<file path="src/rtl/avalon_mem_arbiter.sv">
// avalon_mem_arbiter: shares one Avalon-MM memory slave between the CPU instruction-fetch
// master (read-only) and the data master (read/write with byteenable).
// Optional build macro: ARB_ROUND_ROBIN_EN selects round-robin arbitration in IDLE instead of
// fixed data-master priority.
module avalon_mem_arbiter #(
   parameter int unsigned ADDR_W  = 32,
   parameter int unsigned DATA_W  = 32,
   parameter int unsigned TIMEOUT = 64
) (
   input  logic              clk,
   input  logic              reset_n,
   // instruction master
   input  logic [ADDR_W-1:0] i_address,
   input  logic              i_read,
   output logic [DATA_W-1:0] i_readdata,
   output logic              i_waitrequest,
   // data master
   input  logic [ADDR_W-1:0] d_address,
   input  logic              d_read,
   input  logic              d_write,
   input  logic [DATA_W-1:0] d_writedata,
   input  logic [3:0]        d_byteenable,
   output logic [DATA_W-1:0] d_readdata,
   output logic              d_waitrequest,
   // memory slave
   output logic [ADDR_W-1:0] m_address,
   output logic              m_read,
   output logic              m_write,
   output logic [DATA_W-1:0] m_writedata,
   output logic [3:0]        m_byteenable,
   input  logic [DATA_W-1:0] m_readdata,
   input  logic              m_waitrequest,
   // status
   output logic              timeout_err
);

   localparam int unsigned CntW = $clog2(TIMEOUT + 1);

   typedef enum logic [1:0] {
      StIdle,
      StGntI,
      StGntD
   } state_e;

   state_e            state_q, state_d;
   logic [CntW-1:0]   wait_cnt_q, wait_cnt_d;
   logic              timeout_err_q, timeout_err_d;

   logic d_req;
   logic gnt_strobe;
   logic done;

`ifdef ARB_ROUND_ROBIN_EN
   // 1 = data master was the last one to complete, 0 = instruction master
   logic last_grant_q, last_grant_d;
`endif

   assign d_req = d_read | d_write;

   // Strobe of whichever master currently owns the slave, and its completion
   always_comb begin
      gnt_strobe = 1'b0;
      unique case (state_q)
         StGntI:  gnt_strobe = i_read;
         StGntD:  gnt_strobe = d_req;
         default: gnt_strobe = 1'b0;
      endcase
      done = gnt_strobe & ~m_waitrequest;
   end

   // Arbitration and grant handover
   always_comb begin
      state_d = state_q;
      unique case (state_q)
         StIdle: begin
`ifdef ARB_ROUND_ROBIN_EN
            if (d_req && i_read) begin
               state_d = last_grant_q ? StGntI : StGntD;
            end else if (d_req) begin
               state_d = StGntD;
            end else if (i_read) begin
               state_d = StGntI;
            end
`else
            if (d_req) begin
               state_d = StGntD;
            end else if (i_read) begin
               state_d = StGntI;
            end
`endif
         end
         StGntI: begin
            if (!i_read) begin
               state_d = StIdle;
            end else if (!m_waitrequest) begin
               state_d = d_req ? StGntD : StIdle;
            end
         end
         StGntD: begin
            if (!d_req) begin
               state_d = StIdle;
            end else if (!m_waitrequest) begin
               state_d = i_read ? StGntI : StIdle;
            end
         end
         default: state_d = StIdle;
      endcase
   end

   // Stall counter saturates at TIMEOUT; the error flag is sticky
   always_comb begin
      wait_cnt_d = '0;
      if (state_q != StIdle && m_waitrequest) begin
         if (wait_cnt_q != CntW'(TIMEOUT)) begin
            wait_cnt_d = wait_cnt_q + CntW'(1);
         end else begin
            wait_cnt_d = wait_cnt_q;
         end
      end
      timeout_err_d = timeout_err_q | (wait_cnt_d == CntW'(TIMEOUT));
   end

`ifdef ARB_ROUND_ROBIN_EN
   // Remember which master completed most recently
   always_comb begin
      last_grant_d = last_grant_q;
      if (done) begin
         last_grant_d = (state_q == StGntD);
      end
   end
`endif

   // State registers
   always_ff @(posedge clk or negedge reset_n) begin
      if (!reset_n) begin
         state_q       <= StIdle;
         wait_cnt_q    <= '0;
         timeout_err_q <= 1'b0;
`ifdef ARB_ROUND_ROBIN_EN
         last_grant_q  <= 1'b0;
`endif
      end else begin
         state_q       <= state_d;
         wait_cnt_q    <= wait_cnt_d;
         timeout_err_q <= timeout_err_d;
`ifdef ARB_ROUND_ROBIN_EN
         last_grant_q  <= last_grant_d;
`endif
      end
   end

   // Slave-side mux and master stalls, decoded from the current grant only
   always_comb begin
      m_address     = '0;
      m_read        = 1'b0;
      m_write       = 1'b0;
      m_writedata   = '0;
      m_byteenable  = 4'b0000;
      i_waitrequest = 1'b1;
      d_waitrequest = 1'b1;
      unique case (state_q)
         StGntI: begin
            m_address     = i_address;
            m_read        = i_read;
            m_byteenable  = 4'b1111;
            i_waitrequest = m_waitrequest;
         end
         StGntD: begin
            m_address     = d_address;
            m_read        = d_read;
            m_write       = d_write;
            m_writedata   = d_writedata;
            m_byteenable  = d_byteenable;
            d_waitrequest = m_waitrequest;
         end
         default: ;
      endcase
   end

   // Read data is broadcast; each master qualifies it with its own waitrequest
   assign i_readdata  = m_readdata;
   assign d_readdata  = m_readdata;
   assign timeout_err = timeout_err_q;

endmodule
</file>
<file path="config.mk">
export PLATFORM = sky130hd
export DESIGN_NAME = avalon_mem_arbiter
export DESIGN_NICKNAME = d
export VERILOG_FILES = /design/src/rtl/avalon_mem_arbiter.sv
export SDC_FILE = /design/constraint.sdc
export NUM_CORES = 1
export LEC_CHECK = 0
export BUFFER_PORTS_ARGS = -buffer_cell sky130_fd_sc_hd__buf_2
export CORE_AREA = 3 3 106 108
export DETAILED_ROUTE_END_ITERATION = 10
export DIE_AREA = 0 0 109 111
export MAX_ROUTING_LAYER = met4
export PLACE_DENSITY = 0.51
export SLEW_MARGIN = 20
export SYNTH_ARGS = -nofsm -noshare
export SYNTH_HDL_FRONTEND = slang
export SYNTH_SLANG_ARGS = --single-unit
</file>
<file path="constraint.sdc">
create_clock -name clk -period 3.35 [get_ports clk]
set_input_delay 0.1675 -clock clk [delete_from_list [all_inputs] [get_ports clk]]
set_output_delay 0.1675 -clock clk [all_outputs]
set_load 0.005 [all_outputs]
</file>
==> impl_metrics.csv, run 1 <==
group,metric,value,unit
place,gp_congestion,0.925,
synthesis,ys_ff_latch,10,
synthesis,synth_top_area_share,24.8,%
synthesis,syn_avg_cell_area,7.54,µm²
timing,tightestPinTransition,0.983,ns
grt,overflow,0,
clock_tree,clk_latency,0.24,ns
clock_tree,cts_tree,"yes",
drt,vias,2117,
die,rows,37,
die,start_util,18.8,%
power,leakagePower,1.35,nW
synthesis,synthCells,257,
critical_path,cp-start-kind,"register",
drt,wirelength,8.41,mm
critical_path,cp_max_fo,38,
final_layout,finalNetCount,506,
final_layout,drive_gt1_share,53.2,%
place,placed_area,2460,µm²
critical_path,critical_path_class,"reg2out",
drt,firstDrtPassIters,4,
timing,setup-tns-final,0,ns
critical_path,cpPeakStageDelay,0.94,ns
critical_path,ff2ff_path_depth,7,
critical_path,arrival,2.04,ns
worst_hold_path,hold_path.class,"in2async",
place,place_ws,1.27,ns
flow_run,max-cap-violations,0,
drt,drtAntennaViolNets,0,
timing,relSlewSlack,34.5,%
drt,drc_errors,0,
final_layout,post-route-util,24.5,%
timing,post-route-period-util,65.8,%
synthesis,yosysWarningCount,0,
critical_path,regToRegSetupSlack,1.30,ns
critical_path,cp.depth,4,
timing,fin_ws,1.15,ns
timing,slew_viol_final,0,
final_layout,syn_to_final_growth,30.7,%
critical_path,r2r-start,"state_q[1]",
critical_path,required,3.18,ns
timing,hold_viol,0,
clock_tree,clkTransAtPathRegs,0.05,ns
die,die_w,109,µm
status,status,"completed",
critical_path,rr_endpoint,"state_q[1]",
die,dieArea,12100,µm²
timing,setup_violations,0,
clock_tree,cts_htree_levels,1,
place,io_buffers,178,
critical_path,crit_path_end,"m_read",
drt,via_per_inst,4.25,
grt,grt_pass1_wl,12.0,mm
critical_path,cpMaxStageDelayCell,"ha_1",
die,die_height,111,µm
die,core-area,10300,µm²
clock_tree,cts_buffers,3,
power,power.density,595,nW/µm²
final_layout,fill_cells,1168,
final_layout,finalInstanceArea,2530,µm²
synthesis,syn-cell-area,1940,µm²
critical_path,crit_family,"adder cells",
timing,fin_skew,0.00621,ns
place,dp_hpwl,6.97,mm
grt,grt_usage,13.2,%
timing,rsz0062_at_grt,"false",
grt,grt_max_degree,69,
final_layout,multi_input_area,1120,µm²
clock_tree,root_buffer,"clkbuf_8",
clock_tree,cts_sinks,10,
final_layout,regArea,250,µm²
clock_tree,ctsLongestPathBuffers,2,
drt,wl_per_cell,16.9,µm
critical_path,critPathBufInv,2,
die,num_io_pins,275,
critical_path,crit_start,"state_q[0]",
timing,min_period,2.20,ns
timing,timing.fmax,454,MHz
synthesis,yosys.area.top_type,"buf_4",
synthesis,syn-num-nets,401,
grt,antenna_found_initial,0,
power,ir_worst_vdd,0.219,mV
clock_tree,cts_resized,0,
critical_path,end_kind,"primary output",
synthesis,yosysUniqueCellTypes,35,
drt,drt-initial-drc-count,140,
grt,grt_pass1_vias,2100,
synthesis,yosysSeqAreaShare,12.9,%
critical_path,crit_chain,"inv_1 > ha_1 > a21boi_0 > buf_2",
synthesis,synth_area_leaders,"buf_4, dfrtp_1, a22oi_1",
cell families after synthesis:
group	count (synthesis)	synth area share, %
buffers and inverters	87	29.6
flip-flops	10	12.9
adder cells (fa/ha/maj)	6	3.87
XOR/XNOR	7	3.16
AO/OA/AOI/OAI	48	18.3
multiplexers	3	1.68
AND/OR/NAND/NOR	96	30.5
what timing repair did:
item	4_1_cts	5_1_grt
setup endpoints to repair	0	0
setup buffers	0	0
hold buffers	1	0
endpoints found under the hold margin	10	0
synth_stat cells:
cell type and instances:
buf_4 64, nor2b_1 36, and2_1 33, a22oi_1 32, clkbuf_1 11, dfrtp_1 10
a21oi_1 7, ha_1 6, inv_1 6, nor2_1 6, buf_1 5, nand2_1 5
xor2_1 5, nand3_1 4, nor3_1 3, mux2_2 2, nand2b_1 2, nand4_1 2
xnor2_1 2, a211o_1 1, a21boi_0 1, a31oi_1 1, a32oi_1 1, and3_1 1
buf_6 1, mux2i_1 1, nand3b_2 1, nor2_8 1, o211a_1 1, o211ai_1 1
o21ai_0 1, o2bb2ai_1 1, o41ai_2 1, or2b_2 1, or3_4 1
sequential cells by signal, summed over array words and instances (netlist names):
register and cells:
state_q 2, timeout_err 1, wait_cnt_q 7
how the worst min path moves through the flow:
stage	start	end	slack, ns
3_5_place_dp	reset_n	timeout_err	0.05
5_1_grt	m_readdata[22]	i_readdata[22]	0.34
3_3_place_gp	reset_n	timeout_err	0.05
6_report	reset_n	timeout_err	0.33
4_1_cts	reset_n	timeout_err	0.34
2_1_floorplan	reset_n	state_q[0]	-0.13
cell type report:
type                    instances  share of cell area (%)
multi-input cells             160                    44.1
well taps                     136                    6.72
flip-flops and latches         10                    9.88
diodes                          1                  0.0988
clock buffers                   4                    2.17
repair buffers                181                    36.2
inverters                       6                   0.889
worst register-to-register path: stages, from the launching register on:
cell	delay (ns)
dfrtp_1	0.41
inv_1	0.09
ha_1	0.29
buf_4	0.41
nand2_1	0.14
nand2_1	0.08
o2bb2ai_1	0.15
mux2_2	0.37
report_power, final:
part	internal (W)	switching (W)
Combinational	0.000553	0.000633
Clock	0.000104	0.0000506
Sequential	0.000139	0.0000276
Total	0.000795	0.000711
cell usage in the layout, fill, tap and decap left out, drive strengths merged, types with 2 or more instances in the layout:
cell    count
nor2        7
xnor2       2
xor2        5
nor2b      36
ha          6
a21oi       7
a22oi      32
nand2       5
nand3       4
nor3        3
inv         6
nand4       2
and2       33
mux2        2
clkbuf      4
nand2b      2
dfrtp      10
buf       180
through the flow:
step / hold slack (ns) / total power, W / instances
after floorplan: -0.128 / 0.000919 / 257
after global placement: 0.0485 / 0.00135 / 492
after detailed placement: 0.0475 / 0.00137 / 492
after CTS: 0.335 / 0.00154 / 497
after global routing: 0.335 / 0.00167 / 497
final: 0.329 / 0.00151 / 498
metal layers:
layer,up-vias,GRT usage [%],wire length (µm)
li1,1006,-,-
met1,965,16.7,3490
met2,119,17.8,3500
met3,27,7.57,1270
met4,0,3.62,152
met5,-,-,0
No activity file was read; power rests on OpenSTA's default activity.
==> run 2, diff against run 1 <==
- ABC_AREA: default -> 1
- CORE_AREA: 3 3 106 108 -> 3 3 105 107
- DIE_AREA: 0 0 109 111 -> 0 0 108 110
- PLACE_DENSITY: 0.51 -> 0.54
- clock period: 3.35 -> 2 ns (I/O delays scaled with it)
==> run 2 against run 1 <==
Largest cell class is now non-clock buffers. Global-route usage fell by 3.5 points. Clock power rose by 60%. Critical path type unchanged. Non-clock buffer count rose by 3. Sequential power rose by 63%. Core utilization rose by 1.1 points. Critical endpoint is now m_address[16]. Flip-flop and latch count did not move. Wire length fell by 15%. Highest routed layer unchanged.
==> impl_metrics.csv, run 2 <==
group,metric,value,unit
status,status,"completed",
grt,antenna_found_initial,0,
final_layout,final_cell_mix,"buf_2, nand2_1, inv_1, a21oi_1, dfrtp_1",
final_layout,n_antenna_cell,0,
final_layout,largest_register_ffs,7,
final_layout,post-route-util,25.7,%
synthesis,syn-num-nets,494,
flow_run,max-cap-violations,0,
synthesis,yosysMostFrequentCell,"nand2_1",
clock_tree,clkTransAtPathRegs,0.05,ns
clock_tree,clk_latency,0.23,ns
clock_tree,cts_htree_levels,1,
final_layout,regMostFlops,"wait_cnt_q",
synthesis,synthCells,350,
die,die_w,108,µm
power,leakagePower,1.74,nW
critical_path,crit_path_end,"m_address[16]",
die,num_io_pins,275,
die,rows,37,
synthesis,synth_flop_cell,"dfrtp_1",
clock_tree,root_buffer,"clkbuf_8",
power,power,0.00242,W
place,gp_congestion,0.786,
timing,post-route-period-util,92.7,%
place,place_ws,0.331,ns
synthesis,syn_avg_cell_area,5.62,µm²
grt,grt_usage,9.76,%
critical_path,critPathBufInv,3,
place,io_buffers,178,
timing,hold_viol,0,
drt,vias,2402,
critical_path,crit_start,"state_q[0]",
drt,drt-initial-drc-count,131,
critical_path,rr_endpoint,"state_q[1]",
drt,firstDrtPassIters,4,
place,dp_hpwl,5.90,mm
critical_path,cp.depth,6,
synthesis,yosysUniqueCellTypes,21,
synthesis,synth_area_leaders,"nand2_1, buf_4, dfrtp_1",
clock_tree,cts_sinks,10,
power,power.density,923,nW/µm²
power,ir_worst_vdd,0.485,mV
critical_path,crit_chain,"inv_1 > ha_2 > buf_12 > nand2_1 > a21oi_1 > buf_2",
timing,relSlewSlack,78.2,%
final_layout,regArea,250,µm²
timing,tightestPinTransition,0.327,ns
clock_tree,ctsLongestPathBuffers,2,
grt,grt_pass1_vias,2029,
critical_path,cp-start-kind,"register",
synthesis,syn-cell-area,1970,µm²
critical_path,cp_max_fo,32,
timing,fin_skew,0.000916,ns
synthesis,yosys.area.top_type,"nand2_1",
grt,grt_pass1_wl,9.14,mm
drt,drtAntennaViolNets,0,
drt,wirelength,7.12,mm
timing,fin_ws,0.146,ns
synthesis,yosysSeqAreaShare,12.7,%
timing,setup_violations,0,
timing,timing.fmax,539,MHz
timing,setup-tns-final,0,ns
final_layout,finalNetCount,604,
synthesis,ys_ff_latch,10,
synthesis,synth_common_cells,"nand2_1, buf_4, inv_1",
clock_tree,cts_resized,0,
synthesis,synth_edf_count,0,
critical_path,critical_path_class,"reg2out",
clock_tree,cts_setup_buffers,0,
critical_path,crit_family,"buffers and inverters",
final_layout,final_common_cell,"buf_2",
critical_path,required,1.90,ns
clock_tree,cts_tree,"yes",
critical_path,end_kind,"primary output",
final_layout,multi_input_area,955,µm²
drt,via_per_inst,4.04,
timing,holdWs,0.200,ns
timing,slew_viol_final,0,
final_layout,fill_cells,1129,
grt,overflow,0,
die,dieArea,11900,µm²
synthesis,synth-async-reset-ratio,100,%
grt,grt_max_degree,64,
final_layout,syn_to_final_growth,33.5,%
clock_tree,cts_buffers,3,
die,start_util,19.2,%
critical_path,cpMaxStageDelayCell,"dfrtp_1",
die,core-area,10200,µm²
critical_path,ff2ff_path_depth,8,
synthesis,yosysWarningCount,0,
critical_path,regToRegSetupSlack,0.46,ns
critical_path,cpPeakStageDelay,0.41,ns
critical_path,arrival,1.75,ns
die,die_height,110,µm
drt,drc_errors,0,
timing,rsz0062_at_grt,"false",
final_layout,drive_gt1_share,43.8,%
synthesis,synth_top_area_share,24.6,%
timing,min_period,1.85,ns
worst_hold_path,hold_path.class,"in2out",
critical_path,r2r-start,"state_q[0]",
drt,wl_per_cell,12.0,µm
## run 2: per-stage QoR
stage               instances  area (µm²)
finish                    595        2630
global route              595        2630
CTS                       594        2600
detailed placement        589        2530
global placement          589        2530
floorplan                 350        1970
## run 2: final cells by class
class / count / area share [%]
repair buffers: 184 / 37.4
well taps: 136 / 6.48
clock buffers: 4 / 2.10
inverters: 57 / 8.15
multi-input cells: 204 / 36.4
flip-flops and latches: 10 / 9.53
## run 2: logic make-up (layout without fill, tap and decap cells)
kind of cell / count (synthesis) / after routing / synth area share [%]
flip-flops: 10 / 10 / 12.7
buffers and inverters: 136 / 245 / 38.8
adder cells (fa/ha/maj): 6 / 6 / 3.82
AO/OA/AOI/OAI: 43 / 43 / 11.5
AND/OR/NAND/NOR: 155 / 155 / 33.2
## run 2: what timing repair did
item | 4_1_cts | 5_1_grt
hold buffers | 1 | 0
setup endpoints to repair | 0 | 4
hold endpoints to repair | 10 | 0
## run 2: routing by layer
metal / up-vias / track usage, % / part of all wire [%] / routed length, µm
met2: 165 / 15.9 / 48 / 3390
met5: - / - / 0 / 0
met3: 24 / 2.10 / 11 / 803
li1: 1194 / - / - / -
met4: 0 / 3.34 / 2.0 / 142
met1: 1019 / 12.1 / 39 / 2790
## run 2: worst min path at each step
stage	from	endpoint	slack [ns]	cells past startpoint
finish	m_readdata[11]	d_readdata[11]	0.20	0
global route	m_readdata[0]	d_readdata[0]	0.20	0
CTS	m_readdata[15]	i_readdata[15]	0.20	0
detailed placement	reset_n	wait_cnt_q[1]	-0.02	1
global placement	reset_n	wait_cnt_q[1]	-0.03	1
floorplan	reset_n	state_q[0]	-0.20	0
## run 2: power breakdown
group	internal (W)	switching, W	total, W
Clock	0.000173	0.0000737	0.000246
Sequential	0.000232	0.0000373	0.000270
Combinational	0.000788	0.00112	0.00191
Total	0.00119	0.00123	0.00242
## run 2: worst register-to-register path: stages (launching register included)
cell	delay [ns]
dfrtp_1	0.41
inv_1	0.10
ha_2	0.38
nand2_1	0.13
nand2_1	0.07
nor2_1	0.04
o22ai_2	0.16
nand2_1	0.07
o21ai_1	0.09
==> run 3, diff against run 2 <==
- ABC_CLOCK_PERIOD_IN_PS: default -> 1500
- CORE_AREA: 3 3 105 107 -> 2 2 107 109
- DIE_AREA: 0 0 108 110 -> 0 0 109 111
- PLACE_DENSITY: 0.54 -> 0.51
- clock period: 2 -> 1.5 ns (I/O delays scaled with it)
==> run 3 against run 2 <==
The run now ends with setup timing left. Highest routed layer unchanged. Sequential share of layout area fell by 0.93 points. Flip-flop and latch count did not move. Clock power rose by 110%. Worst hold slack got worse by 0.050 ns. Setup slack got worse by 0.21 ns. Clock skew rose by 0.00077 ns. Global-route usage rose by 0.89 points. Clock-buffer cell count did not move. Largest cell class unchanged. Critical path depth rose by 1. Total power rose by 75%.
==> impl_metrics.csv, run 3 (synthesis gave the netlist of run 2 again) <==
group,metric,value,unit
final_layout,final_cell_mix,"buf_2, nand2_1, inv_1, a21oi_1, dfrtp_1",
final_layout,final_common_cell,"buf_2",
critical_path,cp-start-kind,"register",
place,dp_hpwl,5.64,mm
timing,rsz0062_at_grt,"true",
critical_path,ff2ff_path_depth,9,
critical_path,cp.depth,7,
critical_path,crit_family,"buffers and inverters",
critical_path,crit_start,"state_q[1]",
clock_tree,cts_tree,"yes",
final_layout,syn_to_final_growth,48.8,%
critical_path,arrival,1.49,ns
final_layout,regMostFlops,"wait_cnt_q",
critical_path,cpPeakStageDelay,0.40,ns
critical_path,crit_chain,"buf_4 > ha_4 > buf_12 > buf_16 > nand2_1 > inv_1 > buf_2",
final_layout,drive_gt1_share,50.1,%
die,core-area,11100,µm²
final_layout,multi_input_area,1060,µm²
final_layout,regArea,251,µm²
clock_tree,ctsLongestPathBuffers,2,
drt,vias,2424,
timing,relSlewSlack,81.1,%
place,dp.cells,598,
grt,grt_max_degree,38,
power,ir_worst_vdd,1.10,mV
timing,hold_viol,0,
final_layout,stdcell_count,612,
clock_tree,cts_buffers,3,
clock_tree,root_buffer,"clkbuf_16",
timing,slew_viol_final,0,
critical_path,rr_endpoint,"state_q[0]",
grt,grt_usage,10.6,%
final_layout,largest_register_ffs,7,
timing,setup_violations,41,
timing,tightestPinTransition,0.283,ns
drt,drc_errors,0,
grt,antenna_found_initial,0,
die,rows,39,
power,power,0.00424,W
final_layout,fill_cells,1247,
final_layout,finalNetCount,614,
flow_run,max-cap-violations,0,
place,gp_congestion,0.739,
clock_tree,clk_latency,0.23,ns
clock_tree,cts_sinks,10,
critical_path,regToRegSetupSlack,0,ns
clock_tree,cts_htree_levels,1,
timing,post-route-period-util,104,%
critical_path,end_kind,"primary output",
critical_path,r2r-start,"state_q[1]",
drt,firstDrtPassIters,4,
timing,fin_ws,-0.0629,ns
drt,wirelength,7.60,mm
die,die_height,111,µm
power,leakagePower,1.84,nW
timing,min_period,1.56,ns
grt,grt_pass1_wl,10.1,mm
timing,fin_skew,0.00169,ns
worst_hold_path,hold_path.class,"in2out",
status,status,"finished, violations left",
critical_path,critPathBufInv,5,
clock_tree,clkTransAtPathRegs,0.04,ns
critical_path,required,1.42,ns
critical_path,critical_path_class,"reg2out",
grt,grt_pass1_vias,2252,
drt,drtAntennaViolNets,0,
critical_path,crit_path_end,"m_writedata[16]",
drt,via_per_inst,3.96,
die,dieArea,12100,µm²
final_layout,n_antenna_cell,0,
drt,wl_per_cell,12.4,µm
grt,overflow,0,
status,violations,"setup timing",
timing,timing.fmax,640,MHz
critical_path,cp_max_fo,22,
critical_path,cpMaxStageDelayCell,"dfrtp_1",
place,io_buffers,178,
power,power.density,1450,nW/µm²
drt,drt-initial-drc-count,120,
die,die_w,109,µm
die,start_util,17.7,%
die,num_io_pins,275,
==> run 3: changes by cell type in the layout (fill, tap and decap cells not counted), moves of 3 or more <==
cell,before,now
a21oi_1,37,27
a21oi_2,0,8
buf_12,2,5
buf_4,2,6
clkbuf_16,1,4
clkbuf_8,4,1
ha_1,5,2
ha_4,0,3
inv_1,53,50
inv_2,2,5
==> run 3: report_power, final <==
part           switching [W]  internal, W  leakage (nW)
registers          0.0000431     0.000312         0.130
logic                0.00182      0.00154          1.66
clock network       0.000123     0.000401        0.0442
total                0.00198      0.00226          1.84
==> run 3: metal layers <==
layer / track usage (%) / up-vias / wire [µm]
met5: - / - / 0
met4: 4.27 / 0 / 259
met3: 2.12 / 30 / 714
met2: 19.3 / 152 / 3660
met1: 11.1 / 1023 / 2970
li1: - / 1219 / -
==> run 3: worst min-delay path by stage <==
| stage | start | endpoint | slack (ns) | depth (start not counted) |
|---|---|---|---|---|
| 6_report | m_readdata[14] | d_readdata[14] | 0.15 | 0 |
| 5_1_grt | m_readdata[0] | d_readdata[0] | 0.15 | 0 |
| 4_1_cts | m_readdata[19] | i_readdata[19] | 0.15 | 0 |
| 3_5_place_dp | reset_n | wait_cnt_q[1] | -0.05 | 1 |
| 3_3_place_gp | reset_n | timeout_err | -0.05 | 1 |
| 2_1_floorplan | reset_n | state_q[0] | -0.22 | 0 |
==> run 3: per-stage QoR <==
step                hold WS (ns)  cell area (µm²)  worst slack [ns]  util, %  setup TNS [ns]
CTS                        0.150             2770           -0.0802     25.0           -3.51
detailed placement       -0.0514             2570           -0.0357     23.2         -0.0522
floorplan                 -0.221             1970             0.195        -               0
global placement         -0.0509             2570            0.0230     23.2               0
finish                     0.150             2920           -0.0629     26.4           -1.21
global route               0.150             2920            -0.132     26.4           -5.42
==> run 3: repair_timing <==
| action | CTS | global route |
|---|---|---|
| hold buffers | 1 | 0 |
| pin swaps | 1 | 3 |
| cloned | 1 | 2 |
| buffers inserted | 3 | 3 |
| setup endpoints to repair | 70 | 64 |
| hold endpoints to repair | 10 | 0 |
| gates resized for setup | 9 | 26 |
==> run 3: area by class of cell <==
cell class | count | share of cell area [%]
clock buffers | 4 | 3.04
well taps | 143 | 6.12
multi-input cells | 204 | 36.4
inverters | 57 | 7.49
repair buffers | 194 | 38.3
flip-flops and latches | 10 | 8.60
